<file path="config.mk">
export PLATFORM = sky130hd
export DESIGN_NAME = cv32e40p_fetch_fifo_ctrl
export DESIGN_NICKNAME = d
export VERILOG_FILES = /design/src/rtl/cv32e40p_pkg.sv /design/src/rtl/cv32e40p_fetch_fifo.sv /design/src/rtl/cv32e40p_fetch_fifo_ctrl.sv
export SDC_FILE = /design/constraint.sdc
export NUM_CORES = 1
export LEC_CHECK = 0
export BUFFER_PORTS_ARGS = -buffer_cell sky130_fd_sc_hd__buf_2
export CAP_MARGIN = 10
export CORE_MARGIN = 4
export CORE_UTILIZATION = 60
export DETAILED_ROUTE_END_ITERATION = 6
export PLACE_DENSITY_LB_ADDON = 0.2
export SLEW_MARGIN = 30
export SYNTH_ARGS = -nofsm -noshare
export SYNTH_HDL_FRONTEND = slang
export SYNTH_SLANG_ARGS = --single-unit
</file>
<file path="constraint.sdc">
create_clock -name clk -period 5.7 [get_ports clk]
set_input_delay 0.57 -clock clk [delete_from_list [all_inputs] [get_ports clk]]
set_output_delay 0.57 -clock clk [all_outputs]
set_load 0.02 [all_outputs]
</file>
<file path="src/rtl/cv32e40p_pkg.sv">
// ---------------------------------------------------------------------------
// cv32e40p_pkg
//   Shared types and constants for the instruction fetch front end.
//   fetch_state_e    : request-side FSM states of the fetch FIFO controller
//   FETCH_WORD_BYTES : byte stride between consecutive fetch addresses
//   word_align()     : forces an address onto a 32-bit word boundary
// ---------------------------------------------------------------------------
package cv32e40p_pkg;

    typedef enum logic [1:0] {
        IDLE        = 2'd0,
        WAIT_GNT    = 2'd1,
        BRANCH_WAIT = 2'd2
    } fetch_state_e;

    localparam int unsigned FETCH_WORD_BYTES = 4;

    function automatic logic [31:0] word_align(input logic [31:0] addr);
        return {addr[31:2], 2'b00};
    endfunction

endpackage

</file>
<file path="src/rtl/cv32e40p_fetch_fifo.sv">
// ---------------------------------------------------------------------------
// cv32e40p_fetch_fifo
//   Synchronous first-word-fall-through FIFO for fetched instruction words.
//   Ports:
//     clk, rst_n  : clock, asynchronous active-low reset (pointers/count only)
//     push, wdata : write request and data
//     pop         : consume the head entry
//     flush       : drop all entries (wins over push/pop in the same cycle)
//     rdata       : head entry (undefined while empty)
//     count       : number of valid entries
//     empty, full : occupancy flags
//   A push while full is accepted only together with a pop.
// ---------------------------------------------------------------------------
module cv32e40p_fetch_fifo #(
    parameter int unsigned DEPTH = 2,
    parameter int unsigned WIDTH = 33
) (
    input  logic                       clk,
    input  logic                       rst_n,
    input  logic                       push,
    input  logic [WIDTH-1:0]           wdata,
    input  logic                       pop,
    input  logic                       flush,
    output logic [WIDTH-1:0]           rdata,
    output logic [$clog2(DEPTH+1)-1:0] count,
    output logic                       empty,
    output logic                       full
);

    localparam int unsigned AW = (DEPTH > 1) ? $clog2(DEPTH) : 1;
    localparam int unsigned CW = $clog2(DEPTH + 1);

    logic [WIDTH-1:0] mem [DEPTH];
    logic [AW-1:0]    wptr_q;
    logic [AW-1:0]    rptr_q;
    logic [CW-1:0]    count_q;
    logic             do_push;
    logic             do_pop;

    assign empty   = (count_q == '0);
    assign full    = (count_q == CW'(DEPTH));
    assign do_pop  = pop && !empty;
    assign do_push = push && (!full || do_pop);
    assign rdata   = mem[rptr_q];
    assign count   = count_q;

    // DEPTH is a power of two, so the pointers wrap on natural overflow.
    always_ff @(posedge clk or negedge rst_n) begin
        if (!rst_n) begin
            wptr_q  <= '0;
            rptr_q  <= '0;
            count_q <= '0;
        end else if (flush) begin
            wptr_q  <= '0;
            rptr_q  <= '0;
            count_q <= '0;
        end else begin
            if (do_push) wptr_q <= wptr_q + AW'(1);
            if (do_pop)  rptr_q <= rptr_q + AW'(1);
            count_q <= count_q + CW'(do_push) - CW'(do_pop);
        end
    end

    // Storage carries no reset; occupancy is tracked by count_q alone.
    always_ff @(posedge clk) begin
        if (do_push && !flush) mem[wptr_q] <= wdata;
    end

endmodule

</file>
<file path="src/rtl/cv32e40p_fetch_fifo_ctrl.sv">
// ---------------------------------------------------------------------------
// cv32e40p_fetch_fifo_ctrl
//   Upstream feeder of the IF-stage aligner. Issues word-aligned OBI
//   instruction fetches, tracks outstanding transactions, drops responses
//   made stale by a branch and buffers returned words in a small FIFO.
//   Ports:
//     clk, rst_n               : clock, asynchronous active-low reset
//     req_i                    : fetch enable from the controller
//     branch_i, branch_addr_i  : single-cycle redirect and its target
//     fetch_valid_o/ready_i    : FIFO head handshake towards the aligner
//     fetch_rdata_o, fetch_err_o : FIFO head word and its bus-error flag
//     instr_req_o, instr_addr_o, instr_gnt_i : OBI address phase
//     instr_rvalid_i, instr_rdata_i, instr_err_i : OBI response phase
//     busy_o                   : request pending or transactions in flight
//   Parameters:
//     DEPTH           : FIFO entries and credit limit (outstanding+buffered)
//     MAX_OUTSTANDING : limit on granted-but-unanswered transactions
// ---------------------------------------------------------------------------
module cv32e40p_fetch_fifo_ctrl
    import cv32e40p_pkg::*;
#(
    parameter int unsigned DEPTH           = 2,
    parameter int unsigned MAX_OUTSTANDING = 2
) (
    input  logic        clk,
    input  logic        rst_n,
    input  logic        req_i,
    input  logic        branch_i,
    input  logic [31:0] branch_addr_i,
    output logic        fetch_valid_o,
    input  logic        fetch_ready_i,
    output logic [31:0] fetch_rdata_o,
    output logic        fetch_err_o,
    output logic        instr_req_o,
    output logic [31:0] instr_addr_o,
    input  logic        instr_gnt_i,
    input  logic        instr_rvalid_i,
    input  logic [31:0] instr_rdata_i,
    input  logic        instr_err_i,
    output logic        busy_o
);

    localparam int unsigned CNT_W = $clog2(DEPTH + 1);
    localparam int unsigned OUT_W = $clog2(MAX_OUTSTANDING + 1);

    fetch_state_e     state_q;
    logic [31:0]      next_addr_q;
    logic [31:0]      addr_q;
    logic [31:0]      branch_addr_q;
    logic [OUT_W-1:0] outstanding_q;
    logic [OUT_W-1:0] outstanding_d;
    logic [OUT_W-1:0] discard_q;
    logic [OUT_W-1:0] discard_d;

    logic [31:0]      branch_target;
    logic             credit_ok;
    logic             gnt;
    logic             stale_gnt;
    logic             drop;
    logic             push;
    logic             pop;

    logic [32:0]      fifo_rdata;
    logic [CNT_W-1:0] fifo_count;
    logic             fifo_empty;
    logic             fifo_full;

    assign branch_target = word_align(branch_addr_i);

    // Every granted transaction owns a FIFO slot, so overflow cannot occur.
    assign credit_ok = ((int'(outstanding_q) + int'(fifo_count)) < int'(DEPTH))
                    && (int'(outstanding_q) < int'(MAX_OUTSTANDING));

    // Address phase: a fresh request is only raised in IDLE; once raised it
    // stays asserted with a stable address until granted.
    always_comb begin
        instr_req_o  = 1'b0;
        instr_addr_o = next_addr_q;
        unique case (state_q)
            IDLE: begin
                instr_req_o  = req_i && credit_ok;
                instr_addr_o = branch_i ? branch_target : next_addr_q;
            end
            WAIT_GNT, BRANCH_WAIT: begin
                instr_req_o  = 1'b1;
                instr_addr_o = addr_q;
            end
            default: begin
                instr_req_o  = 1'b0;
                instr_addr_o = next_addr_q;
            end
        endcase
    end

    assign gnt = instr_req_o && instr_gnt_i;

    // A grant is stale when the request it completes was issued before a
    // branch: either the branch arrives while that request is waiting, or
    // it arrived earlier and we are now in BRANCH_WAIT.
    assign stale_gnt = gnt && (((state_q == WAIT_GNT) && branch_i)
                              || (state_q == BRANCH_WAIT));

    assign drop = instr_rvalid_i && (discard_q != '0);

    // On a branch the FIFO is flushed, so nothing is pushed or popped.
    assign fetch_valid_o = !fifo_empty && !branch_i;
    assign pop           = fetch_valid_o && fetch_ready_i;
    assign push          = instr_rvalid_i && !drop && !branch_i
                        && (!fifo_full || pop);

    assign fetch_rdata_o = fifo_empty ? 32'h0 : fifo_rdata[31:0];
    assign fetch_err_o   = fifo_empty ? 1'b0  : fifo_rdata[32];

    assign busy_o = instr_req_o || (outstanding_q != '0);

    always_comb begin
        outstanding_d = outstanding_q;
        if (gnt && !instr_rvalid_i) begin
            outstanding_d = outstanding_q + OUT_W'(1);
        end else if (!gnt && instr_rvalid_i && (outstanding_q != '0)) begin
            outstanding_d = outstanding_q - OUT_W'(1);
        end
    end

    // After a branch every transaction still in flight at the end of the
    // cycle is stale: the old outstanding count, plus a stale grant now,
    // minus the response that leaves this cycle (dropped by the flush).
    always_comb begin
        discard_d = discard_q;
        if (branch_i) begin
            discard_d = outstanding_q + OUT_W'(stale_gnt) - OUT_W'(instr_rvalid_i);
        end else begin
            discard_d = discard_q + OUT_W'(stale_gnt) - OUT_W'(drop);
        end
    end

    always_ff @(posedge clk or negedge rst_n) begin
        if (!rst_n) begin
            state_q       <= IDLE;
            next_addr_q   <= 32'h0;
            addr_q        <= 32'h0;
            branch_addr_q <= 32'h0;
            outstanding_q <= '0;
            discard_q     <= '0;
        end else begin
            outstanding_q <= outstanding_d;
            discard_q     <= discard_d;
            unique case (state_q)
                IDLE: begin
                    if (instr_req_o) begin
                        if (gnt) begin
                            next_addr_q <= instr_addr_o + 32'(FETCH_WORD_BYTES);
                        end else begin
                            state_q <= WAIT_GNT;
                            addr_q  <= instr_addr_o;
                        end
                    end else if (branch_i) begin
                        next_addr_q <= branch_target;
                    end
                end
                WAIT_GNT: begin
                    if (branch_i) begin
                        if (gnt) begin
                            state_q     <= IDLE;
                            next_addr_q <= branch_target;
                        end else begin
                            state_q       <= BRANCH_WAIT;
                            branch_addr_q <= branch_target;
                        end
                    end else if (gnt) begin
                        state_q     <= IDLE;
                        next_addr_q <= addr_q + 32'(FETCH_WORD_BYTES);
                    end
                end
                BRANCH_WAIT: begin
                    // A further branch replaces the remembered target.
                    if (branch_i) branch_addr_q <= branch_target;
                    if (gnt) begin
                        state_q     <= IDLE;
                        next_addr_q <= branch_i ? branch_target : branch_addr_q;
                    end
                end
                default: state_q <= IDLE;
            endcase
        end
    end

    cv32e40p_fetch_fifo #(
        .DEPTH (DEPTH),
        .WIDTH (33)
    ) u_fifo (
        .clk   (clk),
        .rst_n (rst_n),
        .push  (push),
        .wdata ({instr_err_i, instr_rdata_i}),
        .pop   (pop),
        .flush (branch_i),
        .rdata (fifo_rdata),
        .count (fifo_count),
        .empty (fifo_empty),
        .full  (fifo_full)
    );

endmodule

</file>
==> results.md, run 1 <==
- The cell chosen for the clock root is clkbuf_16.
- The design draws approximately 7.3 mW.
- TritonCTS built the clock tree.
- The weighted congestion reported at the end of routability-driven placement is about 0.95.
- Of the synthesized area, sequential elements account for a little under half.
- The flow ran to the end, and the final reports show no timing, DRC or antenna violations.
- In this run, distinct cell masters in the synthesized netlist total 73.
- Across all layers, the routed design uses ~8500 vias.
- The total count of max-transition violations in the final report came to 0.
- After global routing the overflow that remains totals 0.
- After clock tree synthesis, the repair step resized 0 gates.
- The final setup TNS is 0 ps.
- During synthesis, Yosys emitted a total of 0 warnings.
- The CTS buffer count is 17.
- The wire-length estimate of the detail-placed layout is about 18 mm.
- Of the cells placed in the final design, the portion with a size suffix greater than 1 is 23.99%.
- Setup repair after global routing left no endpoint under its margin.
- The routed design has between 20 and 30 mm of wire.
- In this run the post-CTS setup repair buffer count came out at 0.
- The cell leakage power is 4.621 nW.
- The effective utilization at floorplan is between 60 and 70%.
- Entering global routing, the biggest net connects 58 pins.
- The number of nets in the synthesized netlist is about 1100.
- In this run the tool buffered the top-level ports with around 140 buffer cells.
- The number of nets in the final layout is around 1200.
- Setup violations remaining at the end of the flow were counted as 0.
- The count of antenna diodes in the layout is 0.
- The synthesized design contains 66 enable-type register cells.
- The clock tree skew after final layout is 15.10 ps.
- Summing every instance area after synthesis gives 0.009931 mm².
- Of all nets on the critical path, the largest fanout is 22.
- The total power density per cell area is about 640 mW/mm².
- The number of nets still failing antenna checks after routing is 0.
- The fill cell instance count of the final layout is about 1200.
- The worst voltage drop across the vdd grid is between 0.4 and 0.5 mV.
- The worst-case setup slack after placement is 1594 ps.
- The timing-limited maximum frequency is approximately 240 MHz.
- The worst setup path is of the flop to output port kind.
- The clock period minus worst slack is 4204 ps.
- The first-iteration detailed-routing DRC count is 914.
- Max-cap violations in this run came to 0.
- The area added between synthesis and finish is 14.64%.
- The cell at the slowest stage of the critical path is ha_1.
- The worst path uses between 70% and 80% of the clock period.
- The total die area is 0.01867 mm².
- At the pin with the least slew margin, the transition time is 985.9 ps.
- The later pin in the worst-skew pair is clocked with a latency of 440 ps.
- The vias per cell is about 6.4.
- In the synthesized netlist the async set-or-reset flop fraction comes to around three fifths.
- The number of hold-repair buffers added at the cts stage is 0.
- The sort of element at the end of the critical path is an output port.
- The critical path goes through inv_1, ha_1, nand4bb_1, o21ai_0, nand2b_1, inv_1, buf_4, or3_1, buf_2.
- The cell that appears most often on the critical path is inv_1.
- In this run the tightest slew margin relative to its limit is between 30% and 40%.
- The H-tree was split into 4 levels.
- The number of antenna violations at the first check in global routing is 0.
- The arrival time at the worst endpoint is roughly 3600 ps.
- The hold violation count in the final report came to 0.
- The post-synthesis average cell area is ~10 µm².
- In this run the critical register-to-register path is launched from state_q[1]$_DFFE_PN0P_.
- The aggregate global-route resource usage is 29.63%.
- The number of global-route vias before repair is ~8400.
- The deepest clock path buffer count is 2.
- The worst min-delay path category is primary input to asynchronous set/reset pin.
- The clock sink count is approximately 170.
- Data on the critical path is required at its endpoint by between 5000 and 6000 ps.
- Tracing the worst setup path back leads to its startpoint at state_q[1]$_DFFE_PN0P_.
- In the layout the commonest cells are 136 x buf_2, 105 x dfrtp_1, 90 x nand2_1, 81 x nor2_1, 75 x o21ai_0.
- The total I/O pin count is 140.
- The most common library cell in the layout ignoring fill and taps is buf_2.
- The remaining routing DRC violations is 0.
- The detailed-routing iteration count for the pre-antenna-repair pass is 5.
- The delay of the slowest critical-path stage is about 700 ps.
- For this run, the leading register cell type out of synthesis is dfrtp_1.
- For the worst flop-to-flop path, the logic depth is 10.
- Once routing completed, OpenROAD measured the worst setup slack at about 1500 ps.
- The worst setup path is launched from a flop.
- The clock-pin slew on the worst setup and hold paths is about 70 ps.
- The cell count after synthesis is just under 1000.
- The vertical die dimension is roughly 140 µm.
- The flip-flop and latch count after synthesis is approximately 170.
- The area of the core is 0.01606 mm².
- The floorplan row count is between 40 and 50.
- The detail-routed net length per standard cell is just over 20 µm.
- The first global-routing pass estimated between 40 and 50 mm of wire.
- The die is approximately 140 µm wide.
==> flip-flops by register name, summed over array words and instances (netlist names) <==
signal         flops
state_q            2
discard_q          2
next_addr_q       32
branch_addr_q     32
u_fifo.mem        66
addr_q            32
u_fifo.count       2
outstanding_q      2
u_fifo.rptr_q      1
u_fifo.wptr_q      1
==> cell families (layout without fill, tap and decap cells) <==
kind of cell | Yosys count | after routing | synth area share (%)
DFF | 172 | 172 | 46.67
muxes | 97 | 97 | 10.42
adders and majority gates | 13 | 13 | 1.713
buffers and inverters | 104 | 220 | 4.334
xor gates and xnor gates | 44 | 44 | 3.881
and+or+nand+nor | 307 | 307 | 15.03
AOI/OAI and AO/OA | 256 | 256 | 17.95
==> critical path: cells and delay by family, from the launching register on <==
| kind | cells | cell delay (ps) |
|---|---|---|
| DFF | 1 | 430 |
| and+or+nand+nor | 3 | 830 |
| adders and majority gates | 1 | 700 |
| buffers and inverters | 4 | 840 |
| AOI/OAI and AO/OA | 1 | 400 |
==> area by class of cell <==
class | instances | area [µm²] | area share, %
clock buffer | 17 | 425.4 | 3.737
timing repair buffer | 161 | 868.3 | 7.627
sequential | 172 | 4638 | 40.74
clock inverter | 15 | 163.9 | 1.440
multi-input combinational | 717 | 4917 | 43.19
tap | 216 | 270.3 | 2.374
inverter | 27 | 101.3 | 0.8902
==> cells in the mapped netlist (17+ instances only) <==
library cell | number | area share [%]
dfrtp_1 | 106 | 27
inv_1 | 27 | 1.0
nor3_1 | 18 | 0.91
nor2_1 | 84 | 3.2
clkbuf_1 | 58 | 2.2
o21ai_0 | 75 | 3.8
mux2_2 | 51 | 5.8
edfxtp_1 | 66 | 20
a21oi_1 | 35 | 1.8
nand3_1 | 23 | 1.2
a22oi_1 | 24 | 1.8
mux2i_1 | 46 | 4.6
nand2_1 | 90 | 3.4
a221oi_1 | 26 | 2.3
xnor2_1 | 27 | 2.4
xor2_1 | 17 | 1.5
==> report_power, final <==
group / internal, mW / switching (mW)
sequential: 1.69 / 0.331
clock: 0.653 / 0.510
combinational: 1.49 / 2.60
total: 3.83 / 3.44
==> final timing paths <==
check | endpoint | slack [ps]
worst max-delay path | busy_o | 1500
worst min-delay path | branch_addr_q[4]$_DFFE_PN0P_ | 210
worst max register to register | next_addr_q[16]$_DFFE_PN0P_ | 1520
worst min register to register | next_addr_q[1]$_DFFE_PN0P_ | 500
max in group asynchronous | state_q[0]$_DFFE_PN0P_ | 4310
min in group clk | u_fifo.mem[0][20]$_DFFE_PP_ | 320
==> routing by layer <==
metal	vias to the layer above	part of all wire (%)	track usage, %
li1	3921	-	-
met1	4101	41	40.84
met2	447	47	45.65
met3	67	10	7.390
met4	0	2.5	10.92
met5	-	0	0
==> through the flow <==
step | instance area, µm² | utilization [%] | hold WS [ps] | cells
2_1_floorplan | 9931 | - | 274.4 | 993
3_3_place_gp | 10780 | 67.10 | 475.2 | 1293
3_5_place_dp | 10790 | 67.17 | 482.2 | 1293
4_1_cts | 11370 | 70.84 | 230.6 | 1325
5_1_grt | 11380 | 70.90 | 271.5 | 1325
6_report | 11380 | 70.90 | 206.1 | 1325
Note: power is estimated with default switching activity, not from simulation.
==> run 2, diff against run 1 <==
- CORE_UTILIZATION: 60 -> 58
- clock period: 5.7 -> 4.3 ns (I/O delays scaled with it)
==> run 2 against run 1 <==
Combinational power up 35%. Clock power up 34%. Wire length increased by 0.68%. Register-to-register slack worse by 950 ps. Final cell count increased by 1.1%. Largest power group unchanged. Highest routed layer unchanged.
==> results.md, run 2 (synthesized netlist as in run 1, its figures left out) <==
- The largest driver fanout on the critical path is 14.
- Wires add up to roughly 27 mm.
- The flow ran to the end, and the final reports show no timing, DRC or antenna violations.
- In the global route stage, overall resource usage came out at between 20% and 30%.
- The vias per cell is between 6 and 7.
- The number of antenna violations at the first check in global routing is 0.
- STA classifies the critical path endpoint as an output port.
- The largest net degree at the start of global routing is 81.
- The delay of the slowest critical-path stage is 510 ps.
- In this run the vertical extent of the chip is about 140 µm.
- The number of gates resized after cts is 0.
- The total I/O pin count is 140.
- The final layout contains between 1000 and 1500 nets.
- The core region is between 0.015 and 0.02 mm².
- The weighted congestion reported at the end of routability-driven placement is between 0.9 and 1.
- STA classifies the critical path startpoint as a flop.
- For this design, the CTS-stage hold fixing added 0 buffers.
- The first-iteration detailed-routing DRC count is approximately 780.
- The number of nets still failing antenna checks after routing is 0.
- From left edge to right edge, the die measures around 140 µm.
- The top cell types in the final layout, fill and taps aside, are 136 x buf_2, 105 x dfrtp_1, 90 x nand2_1, 82 x nor2_1, 75 x o21ai_0.
- The ratio of cells with drive above 1 in the final layout is between 20% and 30%.
- Data arrives at the worst endpoint at between 3000 and 4000 ps.
- Measured against its own limit, the worst slew margin works out to 42.81%.
- The floorplan row count is 47.
- Buffers inserted during clock tree synthesis total 17.
- Setup repair after global routing left no endpoint under its margin.
- For this run, the share of the core covered by cells in the final layout is around 69%.
- The clock-pin slew on the worst setup and hold paths is around 80 ps.
- The cell sitting at the root of the clock tree is a clkbuf_16.
- The worst setup margin is around 400 ps.
- Timing analysis after detailed placement gives a worst setup slack of 710.2 ps.
- The total count of max-transition violations in the final report came to 0.
- The transition time of the tightest slew-check pin is 854.0 ps.
- The final setup TNS is 0 ps.
- The worst min-delay path category is primary input to asynchronous set/reset pin.
- The cell leakage power is 4.672 nW.
- The clock latency at the later pin of the worst-skew pair is ~440 ps.
- The clock tree skew after final layout is approximately 11 ps.
- CTS saw 172 sinks.
- The hold violation count in the final report is 0.
- The number of antenna diodes in the final layout is 0.
- The detailed-routing iteration count for the pre-antenna-repair pass is 7.
- The first global-routing pass estimated 43.88 mm of wire.
- Data on the critical path is required at its endpoint by between 3000 and 4000 ps.
- The area added between synthesis and finish is 15.55%.
- The number of vias after detailed routing is roughly 8600.
- Max-cap violations in this run came to 0.
- The critical path goes through and2_1, fa_1, nand4bb_1, o21ai_0, nand2b_1, inv_1, buf_4, or3_1, buf_2.
- The clock tree synthesis step divided the H-tree into 4 levels.
- The deepest clock path buffer count is 2.
- The flip-flop count of the largest register, all copies and words added is 66.
- Of the available clock period, the critical path in the final layout requires around nine tenths.
- VDD sags by at most around 0.6 mV.
- The HPWL after detailed placement is approximately 18 mm.
- Setup violations remaining at the end of the flow were counted as 0.
- The total die area is just under 0.02 mm².
- The sum of buffers and inverters on the critical path is 3.
- For this design, the slowest cell found on the critical path is inv_1.
- For this configuration, the core starts out at a cell density of 59.46%.
- The cell class contributing the biggest share of worst-path delay is buffers and inverters.
- TritonCTS built the clock tree.
- The number of global-route vias before repair came to roughly 8400.
- The register with the most flip-flops in the final layout is u_fifo.mem.
- The count of port buffers added during placement is around 140.
- The total power density per cell area is between 800 and 900 mW/mm².
- The critical path class is flop to output port.
- The fill cell instance count of the final layout is approximately 1300.
- The most common library cell in the layout ignoring fill and taps is buf_2.
- After clock tree synthesis, the setup repair step added 0 buffers.
- The routed design could run at a clock period as short as 3899 ps.
- The detail-routed net length per standard cell is a little over 20 µm.
- The remaining routing DRC violations is 0.
- Global routing finished with a remaining overflow of 0.
- The timing-limited maximum frequency is 256.5 MHz.
-- run 2: cell types whose count changed in the layout (fill, tap and decap cells not counted), moves of 2 or more --
cell	change
buf_4	+9
clkinv_4	-4
inv_8	+4
clkinv_2	-2
clkinvlp_4	+2
-- run 2: area by class of cell --
class	count	area, µm²	area share (%)
multi-input cells	717	4900	42.70
flip-flops and latches	172	4636	40.40
repair buffers	172	967.2	8.429
clock buffers	17	425.4	3.707
well taps	220	275.3	2.399
clock inverters	15	170.2	1.483
inverters	27	101.3	0.8832
-- run 2: metrics by stage --
stage          std cells  total power, mW  hold slack, ps  area [µm²]
2_1_floorplan        993            6.447           134.4        9931
3_3_place_gp        1307            7.948           474.1       10860
3_5_place_dp        1307            8.057           487.4       10860
4_1_cts             1339            9.648           72.08       11450
5_1_grt             1340            10.37           109.0       11470
6_report            1340            9.714           39.16       11470
-- run 2: worst reg2reg max path: cells and delay by family (launching register included) --
family                   cells  cell delay (ps)
AO/OA/AOI/OAI                4              870
adder cells (fa/ha/maj)      2              480
buffers and inverters        2              640
flip-flops                   1              430
AND/OR/NAND/NOR              4             1210
-- run 2: path summary, 6_finish.rpt --
| check | start | end | slack [ps] | cells past startpoint |
|---|---|---|---|---|
| worst max-delay path | outstanding_q[0]$_DFFE_PN0P_ | busy_o | 400 | 9 |
| worst min-delay path | rst_n | branch_addr_q[6]$_DFFE_PN0P_ | 40 | 1 |
| worst max register to register | state_q[1]$_DFFE_PN0P_ | next_addr_q[16]$_DFFE_PN0P_ | 570 | 12 |
| worst min register to register | branch_addr_q[10]$_DFFE_PN0P_ | branch_addr_q[10]$_DFFE_PN0P_ | 510 | 1 |
| max in group asynchronous | rst_n | state_q[1]$_DFFE_PN0P_ | 3350 | 2 |
| min in group clk | instr_rdata_i[19] | u_fifo.mem[0][19]$_DFFE_PP_ | 180 | 1 |
-- run 2: report_power, final --
group	internal (mW)	total, mW	leakage [nW]	switching (mW)
registers	2.24	2.66	1.90	0.419
clock network	0.831	1.56	0.287	0.725
logic	2.04	5.50	2.49	3.46
-- run 2: metal layers --
layer,GRT usage [%],part of all wire (%),up-vias
met5,0,0,-
met3,5.241,8.7,64
met2,45.21,47,465
met4,8.702,2.4,0
li1,-,-,3942
met1,38.79,41,4153
